**src/rtl/except_resolve.sv**
```systemverilog
// except_resolve: aligns opcode/signs/valid with the FPU exception classifier
// flags, resolves the IEEE special-case result and exception flags, and keeps
// sticky status flags plus a saturating count of special results.
module except_resolve #(
    parameter int EXC_LAT = 2,
    parameter int CNT_W   = 16
) (
    input  logic             clk,
    input  logic             rst_n,
    input  logic             in_valid,
    input  logic [1:0]       in_op,
    input  logic             in_sign_a,
    input  logic             in_sign_b,
    input  logic             snan,
    input  logic             ind,
    input  logic             opa_nan,
    input  logic             opb_nan,
    input  logic             opa_inf,
    input  logic             opb_inf,
    input  logic             opa_00,
    input  logic             opb_00,
    input  logic             flags_clr,
    output logic             out_valid,
    output logic             out_special,
    output logic [31:0]      out_result,
    output logic             out_invalid,
    output logic             out_div_zero,
    output logic             sticky_invalid,
    output logic             sticky_div_zero,
    output logic [CNT_W-1:0] special_cnt
);

    localparam logic [1:0]       OP_ADD  = 2'd0;
    localparam logic [1:0]       OP_SUB  = 2'd1;
    localparam logic [1:0]       OP_MUL  = 2'd2;
    localparam logic [1:0]       OP_DIV  = 2'd3;
    localparam logic [31:0]      QNAN    = 32'h7FC0_0000;
    localparam logic [CNT_W-1:0] CNT_MAX = '1;

    logic [EXC_LAT-1:0]      vld_pipe;
    logic [EXC_LAT-1:0][1:0] op_pipe;
    logic [EXC_LAT-1:0]      sa_pipe;
    logic [EXC_LAT-1:0]      sb_pipe;

    logic        v, sa, sb, sx, is_as;
    logic [1:0]  op;
    logic        sp_next, inv_next, dz_next;
    logic [31:0] res_next;

    // Delay valid/op/signs so they line up with the classifier's flags.
    always_ff @(posedge clk) begin
        if (!rst_n) begin
            vld_pipe <= '0;
            op_pipe  <= '0;
            sa_pipe  <= '0;
            sb_pipe  <= '0;
        end else begin
            vld_pipe[0] <= in_valid;
            op_pipe[0]  <= in_op;
            sa_pipe[0]  <= in_sign_a;
            sb_pipe[0]  <= in_sign_b;
            for (int i = 1; i < EXC_LAT; i++) begin
                vld_pipe[i] <= vld_pipe[i-1];
                op_pipe[i]  <= op_pipe[i-1];
                sa_pipe[i]  <= sa_pipe[i-1];
                sb_pipe[i]  <= sb_pipe[i-1];
            end
        end
    end

    assign v     = vld_pipe[EXC_LAT-1];
    assign op    = op_pipe[EXC_LAT-1];
    assign sa    = sa_pipe[EXC_LAT-1];
    assign sb    = sb_pipe[EXC_LAT-1];
    assign sx    = sa ^ sb;
    assign is_as = (op == OP_ADD) || (op == OP_SUB);

    // Priority resolution of the special result; inf/0 is left to the
    // infinity rule so it yields a signed infinity without div-by-zero.
    always_comb begin
        sp_next  = 1'b0;
        res_next = 32'h0;
        inv_next = 1'b0;
        dz_next  = 1'b0;
        if (v) begin
            if (opa_nan || opb_nan) begin
                sp_next = 1'b1; res_next = QNAN; inv_next = snan;
            end else if ((op == OP_ADD && ind && (sa != sb)) ||
                         (op == OP_SUB && ind && (sa == sb))) begin
                sp_next = 1'b1; res_next = QNAN; inv_next = 1'b1;
            end else if (op == OP_MUL && ((opa_inf && opb_00) || (opb_inf && opa_00))) begin
                sp_next = 1'b1; res_next = QNAN; inv_next = 1'b1;
            end else if (op == OP_DIV && (ind || (opa_00 && opb_00))) begin
                sp_next = 1'b1; res_next = QNAN; inv_next = 1'b1;
            end else if (op == OP_DIV && opb_00 && !opa_inf) begin
                sp_next = 1'b1; res_next = {sx, 8'hFF, 23'h0}; dz_next = 1'b1;
            end else if (is_as && opa_inf) begin
                sp_next = 1'b1; res_next = {sa, 8'hFF, 23'h0};
            end else if (is_as && opb_inf) begin
                sp_next = 1'b1; res_next = {sb ^ (op == OP_SUB), 8'hFF, 23'h0};
            end else if (((op == OP_MUL || op == OP_DIV) && opa_inf) ||
                         (op == OP_MUL && opb_inf)) begin
                sp_next = 1'b1; res_next = {sx, 8'hFF, 23'h0};
            end else if (op == OP_DIV && opb_inf) begin
                sp_next = 1'b1; res_next = {sx, 31'h0};
            end
        end
    end

    // Output register, sticky flags and saturating special-result counter.
    always_ff @(posedge clk) begin
        if (!rst_n) begin
            out_valid       <= 1'b0;
            out_special     <= 1'b0;
            out_result      <= 32'h0;
            out_invalid     <= 1'b0;
            out_div_zero    <= 1'b0;
            sticky_invalid  <= 1'b0;
            sticky_div_zero <= 1'b0;
            special_cnt     <= '0;
        end else begin
            out_valid       <= v;
            out_special     <= sp_next;
            out_result      <= res_next;
            out_invalid     <= inv_next;
            out_div_zero    <= dz_next;
            sticky_invalid  <= (flags_clr ? 1'b0 : sticky_invalid) | inv_next;
            sticky_div_zero <= (flags_clr ? 1'b0 : sticky_div_zero) | dz_next;
            if (flags_clr)
                special_cnt <= sp_next ? CNT_W'(1) : '0;
            else if (sp_next && special_cnt != CNT_MAX)
                special_cnt <= special_cnt + 1'b1;
        end
    end

endmodule

```
**config.mk**
```make
export PLATFORM = sky130hd
export DESIGN_NAME = except_resolve
export DESIGN_NICKNAME = d
export VERILOG_FILES = /design/src/rtl/except_resolve.sv
export SDC_FILE = /design/constraint.sdc
export NUM_CORES = 1
export LEC_CHECK = 0
export CAP_MARGIN = 20
export CORE_MARGIN = 2
export CORE_UTILIZATION = 43
export DETAILED_ROUTE_END_ITERATION = 16
export GPL_TIMING_DRIVEN = 0
export PLACE_DENSITY = 0.8
export RECOVER_POWER = 25
export SLEW_MARGIN = 20
export SYNTH_ARGS = -nofsm -noshare
export SYNTH_HDL_FRONTEND = slang
export SYNTH_SLANG_ARGS = --single-unit
export TNS_END_PERCENT = 100
```
**constraint.sdc**
```tcl
create_clock -name clk -period 2.65 [get_ports clk]
set_clock_uncertainty 0.05 [all_clocks]
set_input_delay 0.3975 -clock clk [delete_from_list [all_inputs] [get_ports clk]]
set_output_delay 0.3975 -clock clk [all_outputs]
set_load 0.1 [all_outputs]
```
==> summary.md, run 1 <==
| Metric | Value |
|---|---|
| Number of routed nets with antenna violations | `0` |
| Worst EP arrival | `2.02 ns` |
| Clock-pin slew on the worst setup and hold paths | `0.07 ns` |
| Root buf cell | `clkbuf_8` |
| Critical Path RT | `2.20 ns` |
| Top Family by Delay on Critical Path | `buffers and inverters` |
| RSZ-0062 raised after global routing | `false` |
| Area Growth Syn to Fin | `41.17%` |
| Starting Density | `0.4408` |
| Post-Syn Area | `1750 um2` |
| Io pins | `70` |
| Vias per std cell | `4.863` |
| Measured slew at the worst slew-check pin | `0.9790 ns` |
| Final setup vio count | `0` |
| Final cycle utilization of the critical path | `0.9296` |
| CTS tree | `yes` |
| CTS H-tree lvls | `2` |
| Core ar. | `3971 um2` |
| Most common cell after layout, fill and taps aside | `clkdlybuf4s50_1` |
| Crit path kind | `reg2out` |
| HPWL after DPL | `2.698 mm` |
| DR DRC count | `0` |
| Grt met3 use | `0.04000` |
| Final hold viol count | `0` |
| TritonCTS Buffers | `5` |
| #FFs+latches synth | `35` |
| Number of synthesized flops with an enable pin | `0` |
| Clk Latency, worst-skew pair | `0.29 ns` |
| Worst Hold Class | `reg2reg` |
| Port Buffers | `47` |
| # hold bufs at CTS | `0` |
| Max-slew headroom | `0.3453` |
| Via Count | `1566` |
| Critical Path Sink Type | `output pin` |
| Buffer and inverter count on the worst path | `2` |
| GRT Overall Usage | `0.1695` |
| # clock sinks | `35` |
| Fill cells | `362` |
| Die width | `67.80 um` |
| NumNets Final | `289` |
| Post-synthesis simple-gate area fraction | `0.2302` |
| Commonest non-fill, non-tap cells in the layout | `clkdlybuf4s50_1, dfxtp_1, buf_4, conb_1, nand2_1` |
| CP max-delay cell | `clkdlybuf4s50_1` |
| Cells after Synth | `197` |
| Antenna cells | `0` |
| GRT overflow | `0` |
| Max Transition Viols Final | `0` |
| Synth Area in XOR/XNOR | `0.02359` |
| Period minus WS final | `2.463 ns` |
| Routed len/inst | `11.21 um` |
| PD cells | `522.1 nW/um2` |
| Largest net degree at the start of global routing | `12` |
| Worst vdd ir | `0.3408 mV` |
| Status | `finished, final reports clean` |
| Setup Total Neg Slack | `0 ns` |
| Ys async rst share | `0` |
| Ys Warns | `0` |
| DR iter-0 viols | `73` |
| First drt pass iteration count | `5` |
| Fraction of layout cells with a size suffix above 1 | `0.1544` |
| Synthesized area per cell | `8.885 um2` |
| Vias in the first global route | `1371` |
| Row Count | `23` |
| Final RePlAce weighted congestion | `0.8878` |
| Predominant post-synthesis flop cell | `dfxtp_1` |
| First-pass GRT wire length | `5.947 mm` |
| Die area | `4597 um2` |
| Adder-Cell Fraction of Synth Area | `0.007148` |
| Initial antenna violation count | `0` |
| GR Layer Usage met1 | `0.2170` |
| Mux share of post-synthesis cell area | `0.01144` |
| GRT met2 Usage | `0.2819` |
| Fmax | `405.9 MHz` |
| CP Cell Sequence | `buf_4 > clkdlybuf4s50_1` |
| CTS resizes | `0` |
| Postcts setup bufs | `0` |
| Post-route insts no fill | `322` |
| Max Cap Viol | `0` |
| Leakage | `1.007 nW` |
| WL final | `3.609 mm` |
| Chip Height | `67.80 um` |
| Compound-Gate Fraction of Synth Area | `0.1708` |
| Most used routing layer | `met2` |
| Seq/Total Area, Yosys | `0.4003` |
| Critical path's largest stage delay | `1.12 ns` |
| Max clock buf depth | `2` |
| Largest family of logic cells by synthesized area | `simple AND/OR/NAND/NOR gates` |
| CP Max Fanout | `8` |
| # placed instances | `315` |
| Synth cell types | `45` |
| CP Launch Type | `flop` |
[power breakdown]
| group | total (mW) | internal (mW) | switching, mW |
|---|---|---|---|
| combinational | 0.290 | 0.0728 | 0.217 |
| sequential | 0.544 | 0.536 | 0.00755 |
| clock | 0.457 | 0.274 | 0.182 |
[synthesized netlist by cell type (all sizes together) (2+ instances only)]
cell type,instances,area share
and3,4,0.014
a31oi,2,0.0071
or4,7,0.030
buf,31,0.14
nor2b,2,0.0071
or3,2,0.0071
a21oi,11,0.031
xor2,2,0.010
nor2,8,0.017
mux2i,2,0.011
inv,4,0.0086
nand2b,2,0.0071
nand3,12,0.034
nand4,3,0.011
o21a,2,0.0086
nor3,4,0.011
and2,12,0.043
dfxtp,35,0.40
clkbuf,4,0.0086
nand2,14,0.030
o311ai,2,0.014
and4,2,0.010
o21ai,6,0.019
o31ai,7,0.030
a21o,2,0.0086
[per-stage QoR]
step	setup WS, ns	util	total power, mW	hold WS, ns	cell area (um2)
6_report	0.1866	0.6222	1.290	0.3832	2471
5_1_grt	0.09973	0.6222	1.333	0.3934	2471
4_1_cts	0.1725	0.6222	1.302	0.3867	2471
3_5_place_dp	0.1076	0.5955	0.8447	0.3711	2365
3_3_place_gp	0.09071	0.5955	0.8426	0.3640	2365
2_1_floorplan	0.03712	-	0.7980	0.3619	1832
[path summary, 6_finish.rpt]
path,from,to,slack [ns],cells after the start
min reg2reg,sa_pipe[0],sa_pipe[1],0.38,1
max reg2reg,op[0],special_cnt[1],0.28,7
min,sa_pipe[0],sa_pipe[1],0.38,1
max,out_result[29],out_result[28],0.19,2
[layer usage]
metal  routed length (um)  part of all wire
met1                 1644              0.46
met2                 1683              0.47
met3                  247             0.068
met4                   33            0.0091
met5                    0                 0
[flip-flops by register name (all words and copies together), names as in the netlist]
signal	cells
op	2
op_pipe	2
out_div_zero	1
out_invalid	1
out_result	3
out_special	1
out_valid	1
sa_pipe	2
sb_pipe	2
special_cnt	16
sticky_div_zero	1
sticky_invalid	1
vld_pipe	2
[worst reg2reg max path, stage by stage, from the launching register on]
cell	delay (ns)
dfxtp_1	0.48
xor3_1	0.52
a2111o_1	0.48
o21ai_2	0.21
buf_6	0.18
buf_6	0.15
o21ai_1	0.07
a21oi_1	0.16
[kinds of logic after synthesis]
logic type,count (synthesis)
and+or+nand+nor,74
muxes,2
buffers and inverters,39
xor gates and xnor gates,3
other,1
adders and majority gates,1
DFF,35
AOI/OAI and AO/OA,42
[layout make-up]
cell class,count,area [um2],share of cell area
Clock buffer,5,68.82,0.02785
Timing Repair Buffer,47,470.5,0.1904
Sequential cell,35,703.2,0.2846
Clock inverter,2,37.54,0.01519
Buffer,35,255.2,0.1033
Inverter,4,15.01,0.006076
Multi-Input combinational cell,144,858.3,0.3473
Tap cell,50,62.56,0.02532
(Power assumes the default switching activity.)
==> run 2, diff against run 1 <==
- CORE_UTILIZATION: 43 -> 62
- DONT_BUFFER_PORTS: unset -> 1
- PLACE_DENSITY: 0.8 -> 0.78
==> summary.md, run 2 (same netlist as run 1, synthesis figures left out) <==
| Metric | Value |
|---|---|
| TritonCTS Buffers | `5 (unchanged)` |
| DR iter-0 viols | `54 (was 73)` |
| CTS H-tree lvls | `2 (unchanged)` |
| Clock-pin slew on the worst setup and hold paths | `0.12 ns (was 0.07 ns)` |
| Max Cap Viol | `0 (unchanged)` |
| CP Max Fanout | `10 (was 8)` |
| GRT overflow | `0 (unchanged)` |
| Largest net degree at the start of global routing | `14 (was 12)` |
| Routed len/inst | `13.44 um (was 11.21 um)` |
| Final cycle utilization of the critical path | `0.9435 (was 0.9296)` |
| Final hold viol count | `0 (unchanged)` |
| Critical Path Sink Type | `flop (was output pin)` |
| Chip Height | `57.14 um (was 67.80 um)` |
| Initial antenna violation count | `0 (unchanged)` |
| Root buf cell | `clkbuf_4 (was clkbuf_8)` |
| Die width | `57.14 um (was 67.80 um)` |
| Max-slew headroom | `0.2429 (was 0.3453)` |
| Commonest non-fill, non-tap cells in the layout | `buf_4, conb_1, dfxtp_1, nand2_1, nand3_1 (was clkdlybuf4s50_1, dfxtp_1, buf_4, conb_1, nand2_1)` |
| Postcts setup bufs | `0 (unchanged)` |
| Critical Path RT | `2.85 ns (was 2.20 ns)` |
| WL final | `3.455 mm (was 3.609 mm)` |
| Crit path kind | `reg2reg (was reg2out)` |
| Worst vdd ir | `0.5891 mV (was 0.3408 mV)` |
| Fmax | `400.0 MHz (was 405.9 MHz)` |
| PD cells | `598.7 nW/um2 (was 522.1 nW/um2)` |
| Number of routed nets with antenna violations | `0 (unchanged)` |
| Fill cells | `225 (was 362)` |
| Reg with most FFs | `special_cnt (unchanged)` |
| Row Count | `19 (was 23)` |
| Most common cell after layout, fill and taps aside | `buf_4 (was clkdlybuf4s50_1)` |
| Vias per std cell | `5.568 (was 4.863)` |
| Max Transition Viols Final | `0 (unchanged)` |
| Core ar. | `2710 um2 (was 3971 um2)` |
| Final setup margin | `0.1497 ns (was 0.1866 ns)` |
| CTS tree | `yes (unchanged)` |
| Status | `finished, final reports clean (unchanged)` |
| Antenna cells | `0 (unchanged)` |
| Leakage | `0.8400 nW (was 1.007 nW)` |
| DP Worst Slack | `-0.3481 ns (was 0.1076 ns)` |
| Period minus WS final | `2.500 ns (was 2.463 ns)` |
| HPWL after DPL | `2.563 mm (was 2.698 mm)` |
| First-pass GRT wire length | `5.616 mm (was 5.947 mm)` |
| Io pins | `70 (unchanged)` |
| Measured slew at the worst slew-check pin | `1.134 ns (was 0.9790 ns)` |
| Die area | `3264 um2 (was 4597 um2)` |
| Area Growth Syn to Fin | `13.30% (was 41.17%)` |
| First drt pass iteration count | `4 (was 5)` |
| Clk Latency, worst-skew pair | `0.35 ns (was 0.29 ns)` |
| DR DRC count | `0 (unchanged)` |
| Final Core Density | `0.7318 (was 0.6222)` |
| NumNets Final | `242 (was 289)` |
| RSZ-0062 raised after global routing | `false (unchanged)` |
| Max clock buf depth | `2 (unchanged)` |
| Final setup vio count | `0 (unchanged)` |
| Starting Density | `0.6459 (was 0.4408)` |
| Worst EP arrival | `2.70 ns (was 2.02 ns)` |
| Worst Hold Class | `in2reg (was reg2reg)` |
| Via Count | `1431 (was 1566)` |
| Max FFs per register | `16 (unchanged)` |
| # clock sinks | `35 (unchanged)` |
| Fraction of layout cells with a size suffix above 1 | `0.2478 (was 0.1544)` |
| CP Launch Type | `flop (unchanged)` |
| Port Buffers | `0 (was 47)` |
| Top Registers | `special_cnt x16, out_result x3 (unchanged)` |
| Final RePlAce weighted congestion | `0.9122 (was 0.8878)` |
| GRT Overall Usage | `0.2210 (was 0.1695)` |
| Vias in the first global route | `1300 (was 1371)` |
[run 2: cell types whose count changed in the layout (fill, tap and decap cells not counted), sizes merged]
| cell | previous run | this run |
|---|---|---|
| clkdlybuf4s50 | 45 | 0 |
| clkinv | 0 | 1 |
| clkinvlp | 1 | 0 |
| dlygate4sd3 | 2 | 0 |
| inv | 4 | 5 |
[run 2: critical path: stages, from the launching register on]
cell,delay [ns]
dfxtp_1,1.03
and4_1,0.43
and2_0,0.33
clkbuf_2,0.30
nor4_1,0.08
o21a_1,0.19
[run 2: metal layers]
metal  vias up  global-route usage  routed length [um]
met5         -                   0                   0
met4         0             0.05980                  52
met3         6              0.1134                 372
met2        69              0.3563                1622
met1       636              0.2609                1407
li1        720                   -                   -
[run 2: worst paths after layout]
| path | slack [ns] | cells after the start | from | endpoint |
|---|---|---|---|---|
| max reg2reg | 0.15 | 5 | special_cnt[10] | special_cnt[5] |
| min | 0.1 | 1 | opa_inf | out_div_zero |
| max | 0.15 | 5 | special_cnt[10] | special_cnt[5] |
| min reg2reg | 0.39 | 1 | op_pipe[1] | op[1] |
[run 2: power breakdown]
part	internal (mW)	switching, mW	total, mW
Sequential	0.533	0.0297	0.563
Combinational	0.0452	0.187	0.232
Clock	0.203	0.190	0.393
[run 2: repair_timing]
| action | 4_1_cts | 5_1_grt |
|---|---|---|
| hold buffers | 0 | 0 |
| gates resized for setup | 13 | 4 |
| gates cloned | 0 | 0 |
| endpoints found under the setup margin | 11 | 9 |
[run 2: metrics by stage]
| stage | hold slack [ns] | area [um2] | cells | power (mW) | setup TNS, ns |
|---|---|---|---|---|---|
| after floorplan | 0.3619 | 1832 | 218 | 0.7980 | 0 |
| after global placement | 0.3653 | 1871 | 249 | 0.8059 | -2.375 |
| after detailed placement | 0.3677 | 1871 | 249 | 0.8077 | -2.748 |
| after CTS | 0.08599 | 1974 | 257 | 1.196 | 0 |
| after global routing | 0.07093 | 1983 | 257 | 1.229 | 0 |
| final | 0.09621 | 1983 | 257 | 1.187 | 0 |
[run 2: cell type report]
class / count / area [um2] / share of cell area
clock inverter: 3 / 47.55 / 0.02397
tap: 31 / 38.79 / 0.01956
multi-input combinational: 144 / 863.3 / 0.4353
clock buffer: 5 / 37.54 / 0.01893
inverter: 4 / 15.01 / 0.007571
sequential: 35 / 724.4 / 0.3653
buffer: 35 / 256.5 / 0.1293
==> run 3, diff against run 2 <==
- SKIP_CTS_REPAIR_TIMING: unset -> 1
==> summary.md, run 3 (same netlist as run 1, synthesis figures left out) <==
| Metric | Value |
|---|---|
| Switching Power | `406.6 uW (was 405.7 uW)` |
| Switching Fraction | `0.3422 (was 0.3417)` |
| First drt pass iteration count | `4 (unchanged)` |
| Leakage | `0.8400 nW (unchanged)` |
| Critical Path RT | `2.86 ns (was 2.85 ns)` |
| PD cells | `599.1 nW/um2 (was 598.7 nW/um2)` |
| Setup Total Neg Slack | `0 ns (unchanged)` |
| Chip Height | `57.14 um (unchanged)` |
| Die width | `57.14 um (unchanged)` |
| Share of power burned in registers | `0.474 (about the same)` |
| Post-route insts no fill | `257 (unchanged)` |
| Final cycle utilization of the critical path | `0.9408 (was 0.9435)` |
| Status | `finished, final reports clean (unchanged)` |
| Row Count | `19 (unchanged)` |
| Most common cell after layout, fill and taps aside | `buf_4 (unchanged)` |
| Clock power share | `0.331 (about the same)` |
| Vias per std cell | `5.553 (was 5.568)` |
| Hold path depth | `1 (unchanged)` |
| GRT overflow | `0 (unchanged)` |
| Hold Crit Start | `opa_inf (unchanged)` |
| Number of routed nets with antenna violations | `0 (unchanged)` |
| Area Growth Syn to Fin | `13.30% (unchanged)` |
| Clock-pin slew on the worst setup and hold paths | `0.12 ns (about the same)` |
| DR iter-0 viols | `70 (was 54)` |
| Critical path's largest stage delay | `1.03 ns (about the same)` |
| CP max-delay cell | `dfxtp_1 (unchanged)` |
| WL final | `3.470 mm (was 3.455 mm)` |
| Commonest non-fill, non-tap cells in the layout | `buf_4, conb_1, dfxtp_1, nand2_1, nand3_1 (unchanged)` |
| Core ar. | `2710 um2 (unchanged)` |
| Largest net degree at the start of global routing | `14 (unchanged)` |
| Tot Pwr | `1.188 mW (was 1.187 mW)` |
| Max-slew headroom | `0.2429 (unchanged)` |
| CP Cell Sequence | `and4_1 > and2_0 > clkbuf_2 > nor4_1 > o21a_1 (unchanged)` |
| Reg-to-reg startpoint | `special_cnt[10] (unchanged)` |
| Io pins | `70 (unchanged)` |
| Starting Density | `0.6459 (unchanged)` |
| HPWL after DPL | `2.563 mm (unchanged)` |
| TritonCTS Buffers | `5 (unchanged)` |
| Reg with most FFs | `special_cnt (unchanged)` |
| # clock sinks | `35 (unchanged)` |
| Max Transition Viols Final | `0 (unchanged)` |
| # placed instances | `249 (unchanged)` |
| Worst vdd ir | `0.5920 mV (was 0.5891 mV)` |
| Combinational share of power | `0.195 (about the same)` |
| Port Buffers | `0 (unchanged)` |
| Die area | `3264 um2 (unchanged)` |
| Via Count | `1427 (was 1431)` |
| CP Launch Type | `flop (unchanged)` |
| First-pass GRT wire length | `5.582 mm (was 5.616 mm)` |
| NumNets Final | `242 (unchanged)` |
| Final hold viol count | `0 (unchanged)` |
| Reg-to-Reg End | `special_cnt[5] (unchanged)` |
| Worst Hold Class | `in2reg (unchanged)` |
| Root buf cell | `clkbuf_4 (unchanged)` |
| DR DRC count | `0 (unchanged)` |
| Worst EP arrival | `2.70 ns (about the same)` |
| CTS tree | `yes (unchanged)` |
| Vias in the first global route | `1292 (was 1300)` |
| WHS | `0.09614 ns (was 0.09621 ns)` |
| Internal cell power | `781.6 uW (about the same)` |
| Worst r2r path cells | `5 (unchanged)` |
| GRT Overall Usage | `0.2195 (was 0.2210)` |
| CP Max Fanout | `10 (unchanged)` |
| Fmax | `401.1 MHz (was 400.0 MHz)` |
| Clk Latency, worst-skew pair | `0.35 ns (about the same)` |
| Routed len/inst | `13.50 um (was 13.44 um)` |
| Final setup vio count | `0 (unchanged)` |
| Final Core Density | `0.7318 (unchanged)` |
| Top Family by Delay on Critical Path | `flip-flops (unchanged)` |
| Max clock buf depth | `2 (unchanged)` |
| Fraction of layout cells with a size suffix above 1 | `0.2478 (unchanged)` |
| Period minus WS final | `2.493 ns (was 2.500 ns)` |
| Final RePlAce weighted congestion | `0.9122 (unchanged)` |
| Critical Path Sink Type | `flop (unchanged)` |
| FF-to-FF setup slack | `0.16 ns (was 0.15 ns)` |
| Measured slew at the worst slew-check pin | `1.134 ns (about the same)` |
| Antenna cells | `0 (unchanged)` |
| Max FFs per register | `16 (unchanged)` |
| Buffer and inverter count on the worst path | `1 (unchanged)` |
| Crit path kind | `reg2reg (unchanged)` |
| CTS H-tree lvls | `2 (unchanged)` |
| RSZ-0062 raised after global routing | `false (unchanged)` |
| Initial antenna violation count | `0 (unchanged)` |
| Max Cap Viol | `0 (unchanged)` |
| Worst hold endpoint | `out_div_zero (unchanged)` |
| Top Registers | `special_cnt x16, out_result x3 (unchanged)` |
==> run 3: cell counts in the layout (fill, tap and decap cells not counted) <==
No cell type changed its count.
==> run 3: per-stage QoR <==
step	instance area [um2]	setup slack [ns]
6_report	1983	0.1568
5_1_grt	1983	0.02473
4_1_cts	1956	-0.3654
3_5_place_dp	1871	-0.3481
3_3_place_gp	1871	-0.3257
2_1_floorplan	1832	0.03712
==> run 3: layout make-up <==
type                    count  area [um2]
flip-flops and latches     35       724.4
plain buffers              35       256.5
well taps                  31       38.79
fillers                   225       726.9
clock buffers               5       37.54
clock inverters             3       47.55
multi-input cells         144       863.3
inverters                   4       15.01
==> run 3: power by group through the flow <==
stage	registers [mW]	logic [mW]	clock network [mW]
after floorplan	0.576	0.222	0
after global placement	0.577	0.229	0
after detailed placement	0.578	0.230	0
after CTS	0.566	0.230	0.401
after global routing	0.564	0.242	0.423
final	0.563	0.232	0.394
==> run 3: worst max-delay path by stage <==
stage | startpoint | to | depth (start not counted)
3_3_place_gp | special_cnt[2] | special_cnt[5] | 6
6_report | special_cnt[10] | special_cnt[5] | 5
2_1_floorplan | special_cnt[2] | special_cnt[5] | 6
5_1_grt | special_cnt[10] | special_cnt[5] | 5
3_5_place_dp | special_cnt[2] | special_cnt[5] | 6
4_1_cts | special_cnt[2] | special_cnt[5] | 6
==> run 3: metal layers <==
layer / vias to the layer above / share of wire / track usage
li1: 722 / - / -
met1: 632 / 0.41 / 0.2605
met2: 67 / 0.47 / 0.3514
met3: 6 / 0.11 / 0.1134
met4: 0 / 0.016 / 0.05980
met5: - / 0 / 0
